File: config.mk
export PLATFORM = sky130hd
export DESIGN_NAME = led_uart_mmio
export DESIGN_NICKNAME = d
export VERILOG_FILES = /design/src/rtl/led_uart_mmio_pkg.sv /design/src/rtl/led_uart_mmio_uart_tx_core.sv /design/src/rtl/led_uart_mmio.sv
export SDC_FILE = /design/constraint.sdc
export NUM_CORES = 1
export LEC_CHECK = 0
export ABC_CLOCK_PERIOD_IN_PS = 2000
export BUFFER_PORTS_ARGS = -buffer_cell sky130_fd_sc_hd__buf_4
export CORE_ASPECT_RATIO = 0.6
export CORE_MARGIN = 2
export CORE_UTILIZATION = 50
export CTS_BUF_LIST = sky130_fd_sc_hd__clkbuf_2 sky130_fd_sc_hd__clkbuf_4 sky130_fd_sc_hd__clkbuf_8
export DETAILED_ROUTE_END_ITERATION = 10
export GPL_TIMING_DRIVEN = 0
export PLACE_DENSITY = 0.83
export REMOVE_ABC_BUFFERS = 1
export SYNTH_ARGS = -nofsm -noshare
export SYNTH_HDL_FRONTEND = slang
export SYNTH_SLANG_ARGS = --single-unit
export TNS_END_PERCENT = 20
File: constraint.sdc
create_clock -name clk -period 2 [get_ports clk]
set_input_delay 0 -clock clk [delete_from_list [all_inputs] [get_ports clk]]
set_output_delay 0 -clock clk [all_outputs]
set_load 0.01 [all_outputs]
File: src/rtl/led_uart_mmio_pkg.sv
// Shared constants and types for the LED/UART/seven-segment MMIO peripheral.
// Holds the bus widths, register map and the UART transmitter state type.
package led_uart_mmio_pkg;

    localparam int XLEN         = 32;
    localparam int ADDR_W       = 32;
    localparam int IO_LED_WIDTH = 16;

    localparam logic [ADDR_W-1:0] IO_BASE_ADDR        = 32'hF000_0000;
    localparam logic [ADDR_W-1:0] IO_LED_OFFSET       = 32'h0000_0000;
    localparam logic [ADDR_W-1:0] IO_UART_TX_OFFSET   = 32'h0000_0004;
    localparam logic [ADDR_W-1:0] IO_UART_STAT_OFFSET = 32'h0000_0008;
    localparam logic [ADDR_W-1:0] IO_SEG_OFFSET       = 32'h0000_000C;
    localparam logic [ADDR_W-1:0] IO_BTN_OFFSET       = 32'h0000_0010;

    localparam int IO_UART_STAT_BUSY_BIT = 0;

    typedef enum logic {
        UART_IDLE,
        UART_SEND
    } uart_state_t;

endpackage

File: src/rtl/led_uart_mmio_uart_tx_core.sv
// Transmit-only 8N1 UART: one start bit, eight data bits LSB first, one stop bit.
// Each bit lasts DIV clock cycles; start requests are ignored while busy.
module uart_tx_core
    import led_uart_mmio_pkg::*;
#(
    parameter int DIV = 868
) (
    input  logic       clk,
    input  logic       rst_n,
    input  logic       start,
    input  logic [7:0] data,
    output logic       tx,
    output logic       busy
);

    localparam int DW = $clog2(DIV);
    localparam logic [DW-1:0] DIV_LAST = DW'(DIV - 1);

    uart_state_t state, state_next;
    logic [DW-1:0] div_cnt, div_next;
    logic [3:0]    bit_cnt, bit_next;
    logic [9:0]    frame, frame_next;

    always_ff @(posedge clk or negedge rst_n) begin
        if (!rst_n) begin
            state   <= UART_IDLE;
            div_cnt <= '0;
            bit_cnt <= '0;
            frame   <= '1;
            tx      <= 1'b1;
        end else begin
            state   <= state_next;
            div_cnt <= div_next;
            bit_cnt <= bit_next;
            frame   <= frame_next;
            tx      <= (state_next == UART_SEND) ? frame_next[0] : 1'b1;
        end
    end

    // Frame is shifted out of bit 0, refilling with stop-level ones.
    always_comb begin
        state_next = state;
        div_next   = div_cnt;
        bit_next   = bit_cnt;
        frame_next = frame;
        case (state)
            UART_IDLE: begin
                if (start) begin
                    state_next = UART_SEND;
                    frame_next = {1'b1, data, 1'b0};
                    div_next   = '0;
                    bit_next   = '0;
                end
            end
            UART_SEND: begin
                if (div_cnt == DIV_LAST) begin
                    div_next   = '0;
                    frame_next = {1'b1, frame[9:1]};
                    if (bit_cnt == 4'd9) begin
                        state_next = UART_IDLE;
                    end else begin
                        bit_next = bit_cnt + 4'd1;
                    end
                end else begin
                    div_next = div_cnt + 1'b1;
                end
            end
            default: state_next = UART_IDLE;
        endcase
    end

    assign busy = (state == UART_SEND);

endmodule

File: src/rtl/led_uart_mmio.sv
// MMIO peripheral: LED register, 8N1 UART transmitter, button input and an
// optional 8-digit hex seven-segment driver enabled by LED_UART_MMIO_SEG_EN.
module led_uart_mmio
    import led_uart_mmio_pkg::*;
#(
    parameter int UART_DIV = 868,
    parameter int SCAN_DIV = 100000
) (
    input  logic                    clk,
    input  logic                    rst_n,
    input  logic                    mmio_req,
    input  logic                    mmio_we,
    input  logic [ADDR_W-1:0]       mmio_addr,
    input  logic [XLEN-1:0]         mmio_wdata,
    output logic [XLEN-1:0]         mmio_rdata,
    output logic                    mmio_ready,
    output logic [IO_LED_WIDTH-1:0] led_out,
    output logic [7:0]              seg0,
    output logic [7:0]              seg1,
    output logic [7:0]              seg_an,
    input  logic [4:0]              btn_in,
    output logic                    uart_tx
);

    logic accept;
    logic sel_led, sel_tx, sel_stat, sel_seg, sel_btn;
    logic uart_busy;
    logic [4:0] btn_meta, btn_sync;
    logic [XLEN-1:0] seg_rd;
    logic [XLEN-1:0] rd_val;

    // A request is taken only when no completion is pending, so a held
    // request produces a new access every other cycle.
    assign accept   = mmio_req && !mmio_ready;
    assign sel_led  = (mmio_addr == IO_BASE_ADDR + IO_LED_OFFSET);
    assign sel_tx   = (mmio_addr == IO_BASE_ADDR + IO_UART_TX_OFFSET);
    assign sel_stat = (mmio_addr == IO_BASE_ADDR + IO_UART_STAT_OFFSET);
    assign sel_seg  = (mmio_addr == IO_BASE_ADDR + IO_SEG_OFFSET);
    assign sel_btn  = (mmio_addr == IO_BASE_ADDR + IO_BTN_OFFSET);

    always_comb begin
        rd_val = '0;
        if (sel_led)  rd_val = {{(XLEN-IO_LED_WIDTH){1'b0}}, led_out};
        if (sel_stat) rd_val[IO_UART_STAT_BUSY_BIT] = uart_busy;
        if (sel_seg)  rd_val = seg_rd;
        if (sel_btn)  rd_val = {{(XLEN-5){1'b0}}, btn_sync};
    end

    always_ff @(posedge clk or negedge rst_n) begin
        if (!rst_n) begin
            mmio_ready <= 1'b0;
            mmio_rdata <= '0;
            led_out    <= '0;
        end else begin
            mmio_ready <= accept;
            if (accept && !mmio_we) mmio_rdata <= rd_val;
            if (accept && mmio_we && sel_led) led_out <= mmio_wdata[IO_LED_WIDTH-1:0];
        end
    end

    always_ff @(posedge clk or negedge rst_n) begin
        if (!rst_n) begin
            btn_meta <= '0;
            btn_sync <= '0;
        end else begin
            btn_meta <= btn_in;
            btn_sync <= btn_meta;
        end
    end

    uart_tx_core #(.DIV(UART_DIV)) u_uart_tx (
        .clk   (clk),
        .rst_n (rst_n),
        .start (accept && mmio_we && sel_tx),
        .data  (mmio_wdata[7:0]),
        .tx    (uart_tx),
        .busy  (uart_busy)
    );

`ifdef LED_UART_MMIO_SEG_EN
    localparam int SCAN_W = $clog2(SCAN_DIV + 1);
    localparam logic [SCAN_W-1:0] SCAN_LAST = SCAN_W'(SCAN_DIV - 1);

    logic [XLEN-1:0]   seg_reg;
    logic [SCAN_W-1:0] scan_cnt;
    logic [2:0]        digit_idx;
    logic [7:0]        digit_font;

    // Segment order {dp,g,f,e,d,c,b,a}; decimal point always off.
    function automatic logic [7:0] hex_font(input logic [3:0] nib);
        hex_font = 8'h00;
        case (nib)
            4'h0: hex_font = 8'h3F;  4'h1: hex_font = 8'h06;
            4'h2: hex_font = 8'h5B;  4'h3: hex_font = 8'h4F;
            4'h4: hex_font = 8'h66;  4'h5: hex_font = 8'h6D;
            4'h6: hex_font = 8'h7D;  4'h7: hex_font = 8'h07;
            4'h8: hex_font = 8'h7F;  4'h9: hex_font = 8'h6F;
            4'hA: hex_font = 8'h77;  4'hB: hex_font = 8'h7C;
            4'hC: hex_font = 8'h39;  4'hD: hex_font = 8'h5E;
            4'hE: hex_font = 8'h79;  4'hF: hex_font = 8'h71;
            default: hex_font = 8'h00;
        endcase
    endfunction

    always_ff @(posedge clk or negedge rst_n) begin
        if (!rst_n) begin
            scan_cnt  <= '0;
            digit_idx <= '0;
            seg_reg   <= '0;
        end else begin
            if (scan_cnt == SCAN_LAST) begin
                scan_cnt  <= '0;
                digit_idx <= digit_idx + 3'd1;
            end else begin
                scan_cnt <= scan_cnt + 1'b1;
            end
            if (accept && mmio_we && sel_seg) seg_reg <= mmio_wdata;
        end
    end

    // Digits 0-3 drive the seg0 bank, digits 4-7 the seg1 bank.
    assign digit_font = hex_font(seg_reg[{digit_idx, 2'b00} +: 4]);
    assign seg_an     = 8'h01 << digit_idx;
    assign seg0       = digit_idx[2] ? 8'h00 : digit_font;
    assign seg1       = digit_idx[2] ? digit_font : 8'h00;
    assign seg_rd     = seg_reg;
`else
    logic unused_wdata_hi;

    assign unused_wdata_hi = ^mmio_wdata[XLEN-1:IO_LED_WIDTH];
    assign seg_an = 8'h00;
    assign seg0   = 8'h00;
    assign seg1   = 8'h00;
    assign seg_rd = '0;
`endif

endmodule

==> summary by stage, run 1 <==
Run status
The flow ran to the end, and the final reports show no timing, DRC or antenna violations.

Timing
The number of hold violations in the final report is 0. At the pin with the least slew margin, the transition time is about 0.87 ns. The final setup skew is roughly 0.012 ns.

For the final routed database, the setup TNS stands at 0 ns. Setup violations remaining at the end of the flow were counted as 0. Setup repair after global routing could not meet its margin everywhere. The worst path needs ~1.9 ns of the cycle, external delays included. Of the available clock period, the critical path in the final layout requires between 90 and 100%. The highest clock rate is just over 500 MHz. The worst pin sits at a relative slew slack of ~42%.

The final count of pins violating max slew was 0.

Min path
The path class of the tightest hold or removal check is input port to flop. Along the worst hold path, the cell count comes to 4. The terminating pin of the worst hold path is mmio_rdata[0]. The worst hold path begins at mmio_addr[3].

Setup path
At the worst endpoint, the required time is between 2 and 2.5 ns. Grouping stages by cell kind, the critical path spends the most delay in multiplexers. The critical path starts at u_uart_tx.div_cnt[0]. The slowest stage of the critical path belongs to the cell dfrtp_1.

The sort of element at the start of the critical path is a flop. The worst register-to-register path ends at u_uart_tx.frame[2]. The maximum fanout along the worst path is 8. The kind of end point of the critical path is a flop. In this run the critical register-to-register path is launched from u_uart_tx.div_cnt[0]. The delay of the slowest cell on the worst path is 0.44 ns. The critical path contains buffers and inverters numbering 0 combined. The critical path goes through ha_4 > nor3b_4 > nand4_2 > mux2_2 > mux2_1.

The worst reg-to-reg setup slack is 0.07 ns. The data arrival time of the critical path is around 2.2 ns. Counting cells, the worst reg-to-reg path comes to 5.

The critical path is of the flop to flop type.

Detailed routing
The wire length per cell is around 16 um. The via density per instance is 5.24. Once detail routing completed, the nets flagged for antenna violations numbered 0. The detailed router finished its first iteration with ~140 violations.

The detailed-route via count is around 2700. The DRC violation count after routing is 0. The total routed wirelength is between 8000 and 9000 um. For this run, the detailed router's first-pass iteration total came to 4.

Synthesis
The number of warning messages in the yosys log is 0. The share of synthesized area in the top cell type comes to about two fifths. The prevailing post-synth register cell is dfrtp_1. The mapped netlist covers roughly 3600 um^2. dfrtp_1 takes more of the synthesized area than any other cell. Yosys mapped the design onto 51 distinct sky130hd cell types.

Sorting the synthesized cells by area gives the leading types as dfrtp_1 (40%), buf_4 (8.8%), dfstp_2 (8.0%). The cell count after synthesis is approximately 310. The share of the Yosys chip area taken by registers is between 40% and 50%. The count of flip-flops with a built-in enable after synthesis is 0. The number of storage elements in the synthesis netlist is 69. The mean instance size in the synthesized netlist is approximately 12 um^2. Ranked by instance count, the synthesized netlist is headed by dfrtp_1 (58), buf_4 (42), nand2_1 (23).

The async set-or-reset flop fraction in the synthesized netlist is 100%. The most numerous cell in the Yosys netlist is dfrtp_1.

Global route
The combined global-route utilization of all metal layers is 21.1%. The total congestion overflow after global routing is 0. The via count of the first global-routing pass came to around 2700.

The first global-routing pass estimated between 10000 and 15000 um of wire. Entering global routing, the biggest net connects 70 pins. The initial antenna violation count is 0.

CTS
The CTS tree is yes. Clock latency on the worst-skew pair, taken at its later pin, is between 0.3 and 0.4 ns. No sink is reached through more buffers than the 2 on the longest clock path. The tree built by TritonCTS fans out to 69 sinks. The clock buffer count from CTS is 9. After clock tree synthesis, the clock-pin slew on the worst setup and hold paths is ~0.070 ns. The tree is rooted in a clkbuf_8.

The number of H-tree levels is 3.

Die
The row count is 23. The vertical extent of the die is around 70 um. 147 I/O pins were placed. The effective utilization at floorplan is 52.7%. The die footprint is ~8000 um^2.

The area of the placeable core is 6820 um^2. Measured along the x axis, the die boundary spans 113 um.

Placement
Port buffering added 90 buffers. The total half-perimeter wirelength after legalization and detailed placement is between 5000 and 6000 um. The final estimated routing congestion in global placement is 0.867.

Flow run
Across the run, the number of max-cap violations was 0.

Pwr
In this run the power density over the cells is 575 nW/um^2. The maximum vdd drop is about 320 uV. Total power for the finished layout comes to around 2.7 mW.

The cell leakage power is 2.23 nW.

Layout
The final net count is 500. In the final layout, the share of cells above drive strength 1 is a little under two fifths. The antenna cell count is 0. From synthesis to final layout, the design area changed by 28.7%.

Fill cells in the final layout number approximately 490.
-- report_power, final --
| group | leakage (nW) | switching (mW) | internal (mW) |
|---|---|---|---|
| registers | 0.862 | 0.00390 | 1.41 |
| clock network | 0.0880 | 0.538 | 0.478 |
| logic | 1.28 | 0.116 | 0.114 |
| total | 2.23 | 0.658 | 2.00 |
-- how the worst max path moves through the flow --
stage,depth (start not counted),endpoint
floorplan,5,u_uart_tx.frame[3]
global placement,5,u_uart_tx.frame[4]
detailed placement,5,u_uart_tx.frame[4]
CTS,5,u_uart_tx.frame[4]
global route,5,u_uart_tx.frame[6]
finish,5,u_uart_tx.frame[2]
-- layout by cell type (no fill, tap or decap), types with 6 or more instances in the layout --
master / count
buf_4: 91
dfrtp_1: 57
conb_1: 40
dlygate4sd3_1: 24
nand2_1: 23
inv_1: 16
o21ai_0: 15
mux2_2: 15
o31ai_1: 12
dfstp_2: 11
mux2_4: 10
clkbuf_8: 10
mux2_1: 8
nand3_1: 7
nor2_1: 6
mux2i_1: 6
a22o_1: 6
-- layout make-up --
type                    instances  area (um^2)  share of cell area (%)
flip-flops and latches         69         1740                    37.7
multi-input cells             213         1620                    34.9
repair buffers                115          923                    20.0
clock buffers                  10          138                    2.98
well taps                      87          109                    2.35
inverters                      16         60.1                    1.30
clock inverters                 6         38.8                   0.839
-- metal layers --
metal | vias up | GRT usage, % | share of wire, %
met5 | - | 0 | 0
met3 | 7 | 6.91 | 7.2
met1 | 1309 | 27.2 | 44
li1 | 1261 | - | -
met2 | 126 | 34.7 | 48
met4 | 0 | 4.74 | 0.84
-- registers in the layout, indices dropped and copies added (netlist names) --
name and flops:
btn_meta 5, btn_sync 5, led_out 16, mmio_rdata 16
mmio_ready 1, u_uart_tx.bit_cnt 4, u_uart_tx.busy 1, u_uart_tx.div_cnt 10
u_uart_tx.frame 10, u_uart_tx.tx 1
-- repair_timing --
action,in CTS,in global routing
pin swaps,0,1
endpoints found under the hold margin,89,0
cloned,0,1
gates resized for setup,3,5
setup buffers,0,1
hold buffers,24,0
endpoints found under the setup margin,21,16
-- cells by family (layout without fill, tap and decap cells) --
group | count (synthesis) | after routing | synth area share, %
adder cells (fa/ha/maj) | 3 | 3 | 1.04
AND/OR/NAND/NOR | 83 | 84 | 15.9
buffers and inverters | 70 | 147 | 12.3
XOR/XNOR | 4 | 4 | 0.975
flip-flops | 69 | 69 | 48.4
AO/OA/AOI/OAI | 43 | 43 | 8.18
other | 1 | 40 | 0.104
multiplexers | 39 | 39 | 13.1
-- through the flow --
stage,utilization (%),hold WS [ns],worst slack (ns),std cells,area (um^2)
floorplan,-,-0.296,0.177,297,3360
global placement,60.8,0.110,-0.0231,474,4140
detailed placement,60.8,0.110,-0.123,474,4140
CTS,67.2,0.0337,0.00564,514,4580
global route,67.8,0.0641,-0.0158,516,4630
finish,67.8,0.0426,0.0707,516,4630
-- worst reg2reg max path: stages, from the launching register on --
cell,delay (ns)
dfrtp_1,0.44
ha_4,0.20
nor3b_4,0.34
nand4_2,0.26
mux2_2,0.34
mux2_1,0.29
Power figures use the tool's default switching activity.
==> inputs of run 2 (changes only) <==
- CORE_ASPECT_RATIO: 0.6 -> 1.25
- RECOVER_POWER: unset -> 100
==> run 2 against run 1 <==
  * Die area is 0.23% lower
  * Worst hold slack gained 0.018 ns
  * The flow now finishes with violations (max-capacitance violations, max-slew violations)
  * Critical path type unchanged
  * Utilization is 3.7 points lower
  * Largest power group unchanged
  * Global-route usage fell by 0.62 points
  * Flip-flop and latch count stayed put
  * First-iteration DRC count shrank 17%
  * Register-to-register slack improved by 0.05 ns
==> summary by stage, run 2 (same netlist as run 1, synthesis figures left out) <==
Run status
The flow ran to the end, but the final reports show violations. The checks that failed: max-capacitance violations, max-slew violations.

Setup path
The sort of element at the start of the critical path is a flop. Data on the critical path is required at its endpoint by 2.26 ns. The number of cells on the worst reg-to-reg path is 5. The worst setup path is of the flop to flop kind. Along the worst path, the maximum fanout reaches 12. The worst setup path is captured at a flop. At the worst endpoint, the arrival time is ~2.1 ns.

CTS
The clock insertion delay at the later pin of the skew report is approximately 0.33 ns. After clock tree synthesis, the clock-pin slew on the worst setup and hold paths is roughly 0.070 ns. The clock passes through at most 2 buffers. The clock buffer count from CTS is 9.

In this run the clock root is driven by a clkbuf_8. The count of buffers added by post-CTS timing repair for setup is 0. The H-tree was split into 3 levels. The tree built by TritonCTS fans out to 69 sinks. The CTS tree is yes.

Die
The row count is 34. The vertical extent of the die is between 90 and 100 um. The number of placed I/O pins is between 100 and 150. The horizontal die dimension is 79.8 um. The die covers roughly 8000 um^2.

The area of the placeable core is roughly 7000 um^2. Once the floorplan was initialized, standard cells occupied approximately half of the core.

Layout
The post-route netlist has between 20 and 30% of its cells at a drive strength greater than 1. The post-route cell area is 4470 um^2. In the layout the commonest cells are dfrtp_1 (58), buf_4 (50), conb_1 (40).

The number of antenna diodes in the final layout is 0. In the final layout, the registers with the most flip-flops are led_out x16, mmio_rdata x16. The library cell used most frequently in the layout, excluding fill and tap cells, is dfrtp_1. The layout has 600 filler cells. The count of cells in the finished layout, fillers not included, comes to slightly above 500. The final net count is between 400 and 500.

The relative area change from synthesis to final layout is 24.5%.

Pwr
The cell leakage power is slightly above 2 nW. Dividing total power by cell area gives a power density of 626 nW/um^2. The total chip power is around 2.8 mW. The maximum vdd drop is between 500 and 600 uV.

Global route
The combined global-route utilization of all metal layers is 20.4%. Entering global routing, the biggest net connects 70 pins. The first global-routing pass estimated 12700 um of wire. The initial antenna violation count is 0. The via count of the first global-routing pass is between 2000 and 3000.

The total overflow left after global routing is 0.

Detailed routing
The first detailed-routing pass ran for 4 iterations. The detailed-route via count is about 2700. The wire length per cell is between 10 and 15 um. The via density per instance is 5.14.

In this run, the number of DRC markers left after iteration 0 of detailed routing was 120. Once detail routing completed, the nets flagged for antenna violations numbered 0. The total routed wirelength is about 7700 um. The DRC violation count after routing is 0.

Timing
The pin slew with the least headroom to its limit is 1.69 ns. The post-layout minimum cycle time is around 1.9 ns. The final setup skew is ~0.0058 ns.

The setup-violating endpoint count in the final report is 0. Hold timing on the final database bottoms out at a slack of roughly 0.060 ns. Setup repair after global routing left no endpoint under its margin. The final count of pins violating max slew is 70. The relative slew slack is -12.4%. The final cycle utilization of the critical path is a little over nine tenths.

The number of hold violations in the final report is 0. The highest clock rate is ~530 MHz.

Min path
The worst hold path belongs to the class input port to flop. The worst hold path passes through 2 cells.

Flow run
The reported max-cap violation count is 1.

Placement
The final estimated routing congestion in global placement is about 0.87. The number of placed instances, taps included, is ~480. Detailed placement finished with a half-perimeter wire length of roughly 5400 um. The area of placed instances is roughly 4100 um^2.

Buffers placed on the I/O ports in this run total 90.
==> run 2: worst paths after layout <==
kind,startpoint,end,slack [ns]
max in group asynchronous,rst_n,u_uart_tx.div_cnt[5],0.35
worst min-delay path,mmio_addr[4],mmio_rdata[14],0.06
worst max register to register,u_uart_tx.div_cnt[0],u_uart_tx.frame[7],0.12
worst max-delay path,u_uart_tx.div_cnt[0],u_uart_tx.frame[7],0.12
worst min register to register,btn_meta[1],btn_sync[1],0.35
min in group asynchronous,rst_n,u_uart_tx.div_cnt[6],0.64
==> run 2: power by group <==
group          switching, mW  internal, mW  total (mW)
Clock                  0.509         0.653        1.16
Combinational          0.115         0.112       0.227
Sequential           0.00376          1.41        1.41
==> run 2: through the flow <==
stage | setup slack (ns) | setup TNS [ns] | util (%)
2_1_floorplan | 0.177 | 0 | -
3_3_place_gp | -0.0663 | -0.519 | 59.5
3_5_place_dp | -0.137 | -1.81 | 59.5
4_1_cts | 0.0568 | 0 | 66.2
5_1_grt | 0.0231 | 0 | 64.1
6_report | 0.121 | 0 | 64.1
==> run 2: cell type report <==
cell class	count	area, um^2	share of cell area (%)
clock inverters	3	45.0	1.01
repair buffers	114	786	17.6
multi-input cells	212	1570	35.1
well taps	90	113	2.52
clock buffers	13	160	3.58
flip-flops and latches	69	1740	38.9
inverters	16	60.1	1.34
==> run 2: repair_timing <==
| item | CTS | global route |
|---|---|---|
| hold buffers | 24 | 0 |
| hold endpoints to repair | 89 | 0 |
| gates cloned | 0 | 0 |
| resized for setup | 4 | 3 |
| endpoints found under the setup margin | 20 | 15 |
==> run 2: layer usage <==
layer	global-route usage, %	up-vias	wire length, um
li1	-	1252	-
met1	25.6	1293	3150
met2	35.2	101	4020
met3	3.75	12	441
met4	7.30	0	114
met5	0	-	0
==> run 2: critical path, cell delays in order (launching register included) <==
cell     delay [ns]
dfrtp_1        0.44
ha_4           0.21
nor3b_4        0.25
nand4_4        0.25
mux2_1         0.40
mux2_2         0.26
==> inputs of run 3 (changes only) <==
==> constraint.sdc (replaced) <==
create_clock -name clk -period 2 [get_ports clk]
set_input_delay 0.1 -clock clk [delete_from_list [all_inputs] [get_ports clk]]
set_output_delay 0.1 -clock clk [all_outputs]
set_load 0.01 [all_outputs]
==> run 3 against run 2 <==
  * The run ends with negative hold slack, max-capacitance violations, max-slew violations left
  * Critical path type unchanged
  * Combinational power fell by 8%
  * Largest power group unchanged
  * Register-to-register slack hardly changed
  * Non-clock buffer count down 11
  * Design area shrank 2.5%
  * Wire length down 1.9%
  * Utilization down 1.6 points
  * Clock skew up 0.0026 ns
  * First-iteration DRC count up 9.2%
  * Die area did not move
  * Global-route usage fell by 0.50 points
  * Critical endpoint is now u_uart_tx.frame[3]
  * Fmax decreased by 0.39%
==> summary by stage, run 3 (same netlist as run 1, synthesis figures left out) <==
Pwr
The internal power of the cells totals 2.16 mW. The sequential power share is 50.7%. The analysis attributes to cell leakage a power of roughly 2 nW.

The switching power is ~630 uW. Across the VDD grid, the largest voltage drop is 538 uV. In this run the power density over the cells is approximately 640 nW/um^2.

Combinational cells account for between 7 and 8% of the total power. Net switching is between 20 and 25% of the power. The part of the total power dissipated in the clock network is 41.8%.

CTS
The H-tree was split into 3 levels. The tree is rooted in a clkbuf_8. Clock latency on the worst-skew pair, taken at its later pin, is around 0.33 ns. Counting the buffers created by CTS gives 9. The CTS tree is yes. The number of setup buffers added after CTS is 0. The largest buffer count on any clock path is 2. The number of clock sinks seen by CTS is 69. Clock-pin slew was measured on the worst setup and hold paths at about 0.070 ns.

Global route
The total congestion overflow after global routing is 0. The initial antenna violation count is 0. Across every metal layer, demand over resource in global routing totals between 10% and 20%. The pin count of the biggest net entering global routing is 70. The first global-routing pass estimated between 10000 and 15000 um of wire.

The via count of the first global-routing pass is ~2600.

Die
The vertical extent of the die is ~99 um. The initial utilization of the core area, before any placement, comes to 51.5%. From left edge to right edge, the die measures around 80 um. The row count is 34. Pin placement for this block handled between 100 and 150 I/O pins. The area of the placeable core is approximately 7000 um^2. The die covers 7890 um^2.

Detailed routing
The detailed router placed about 2600 vias in this run. The total routed wirelength is approximately 7600 um. In this run the remaining antenna-violating nets after routing total 0. The detailed router finished its first iteration with around 130 violations. The DRC violation count after routing is 0. The via density per instance is between 5 and 6. The detailed-routing iteration count for the pre-antenna-repair pass is 4. After detailed routing, the average wire length per cell comes to around 15 um.

Setup path
The slowest stage of the critical path is the dfrtp_1 cell. The maximum fanout along the worst path is 12. The worst setup path is of the flop to flop kind. For the worst flop-to-flop path, the logic depth is 5.

The reg-to-reg critical path endpoint is u_uart_tx.frame[3]. The startpoint of the most critical register-to-register path is u_uart_tx.div_cnt[0]. Data arrives at the worst endpoint at about 2.2 ns. The delay of the slowest cell on the worst path is around 0.44 ns. In this design, the largest share of critical-path delay is due to multiplexers. Walking the worst path, the cells encountered are ha_4 > nor3b_4 > nand4_4 > mux2_1 > mux2_2. The kind of end point of the critical path is a flop. The worst reg-to-reg setup slack is between 0.1 and 0.15 ns. The worst setup path is launched from a flop. The required time reported for the critical path endpoint is 2.26 ns.

The critical path contains buffers and inverters numbering 0 combined.

Placement
At the end of routability-driven placement, the weighted congestion stood at between 0.8 and 0.9. Prior to clock tree synthesis, the placed netlist has a worst setup slack of -0.137 ns. The total half-perimeter wirelength after legalization and detailed placement is around 5400 um. The number of I/O port buffers is 90.

After detailed placement, the design holds a cell count of 477.

Timing
The final count of pins violating max slew is 69. On the final layout, the worst hold slack is -0.00333 ns. Setup violations remaining at the end of the flow were counted as 0.

In the post-route analysis, the smallest setup slack over all paths is between 0.1 and 0.15 ns. Setup repair after global routing left no endpoint under its margin. For the pin with the worst max-slew slack, the measured transition is roughly 1.5 ns. Based on the critical path, the design can be clocked at up to about 530 MHz. The number of hold violations in the final report was 3. The post-layout minimum cycle time is about 1.9 ns. Between clock sinks in the finished design, the worst skew comes to 0.00837 ns. The final cycle utilization of the critical path is a little over nine tenths. The relative slew slack is -0.563%.

Min path
Counting instances, the worst hold path has a depth of 2. The hold path startpoint is mmio_wdata[3]. The terminating pin of the worst hold path is led_out[3]. In this run the worst hold path is classified as input port to flop.

Run status
The checks that failed: negative hold slack, max-capacitance violations, max-slew violations. The run finished, with violations left.

Layout
The post-route netlist has between 20% and 30% of its cells at a drive strength greater than 1. The top cell types in the final layout, fill and taps aside, are dfrtp_1 (58), buf_4 (50), conb_1 (40). The layout filler cell count is 611. The leading cell type in the layout, fill and taps excluded is dfrtp_1. Once layout is complete, the cells apart from fillers number between 500 and 600. 0 antenna diodes ended up in the layout.

In the final layout, the registers with the most flip-flops are led_out x16, mmio_rdata x16. The final net count is approximately 500. The relative area change from synthesis to final layout is 21.4%.

Flow run
The tool flagged a number of max-cap violations equal to 1.
[run 3: changes by cell type in the layout (fill, tap and decap cells not counted), sizes merged]
cell / before / now
dlygate4sd3: 24 / 13
clkbuf: 53 / 52
buf: 50 / 51
[run 3: repair_timing]
item	CTS	global route
hold endpoints to repair	70	0
hold buffers	13	0
endpoints found under the setup margin	20	15
gates resized for setup	4	3
[run 3: metal layers]
layer / vias to the layer above / wire length [um] / GRT usage, %
met5: - / 0 / 0
met1: 1278 / 3110 / 25.5
met2: 95 / 3920 / 33.7
met3: 11 / 453 / 3.75
met4: 0 / 93 / 7.30
li1: 1225 / - / -
[run 3: worst max path at each step]
| stage | cells past startpoint | end | startpoint |
|---|---|---|---|
| floorplan | 5 | u_uart_tx.frame[3] | u_uart_tx.div_cnt[0] |
| global placement | 5 | u_uart_tx.frame[6] | u_uart_tx.div_cnt[0] |
| detailed placement | 5 | u_uart_tx.frame[7] | u_uart_tx.div_cnt[1] |
| CTS | 5 | u_uart_tx.frame[3] | u_uart_tx.div_cnt[0] |
| global route | 4 | u_uart_tx.div_cnt[9] | u_uart_tx.busy |
| finish | 5 | u_uart_tx.frame[3] | u_uart_tx.div_cnt[0] |
[run 3: per-stage QoR]
stage	setup TNS (ns)	total power [mW]	cell area (um^2)	util, %
after global placement	-0.519	1.62	4150	59.5
final	0	2.78	4360	62.5
after CTS	0	2.80	4510	64.6
after detailed placement	-1.89	1.63	4150	59.5
after global routing	0	2.88	4360	62.5
after floorplan	0	1.49	3360	-
[run 3: area by class of cell]
cell class | instances | area, um^2 | share of cell area, %
clock inverter | 3 | 45.0 | 1.03
sequential | 69 | 1740 | 39.9
tap | 90 | 113 | 2.58
clock buffer | 13 | 160 | 3.67
multi-input combinational | 212 | 1570 | 36.0
timing repair buffer | 103 | 676 | 15.5
inverter | 16 | 60.1 | 1.38
[run 3: power by group through the flow]
stage | clock network [mW] | registers, mW | logic (mW)
global placement | 0 | 1.44 | 0.186
floorplan | 0 | 1.44 | 0.0545
detailed placement | 0 | 1.44 | 0.190
finish | 1.17 | 1.41 | 0.208
CTS | 1.17 | 1.41 | 0.211
global route | 1.23 | 1.41 | 0.230
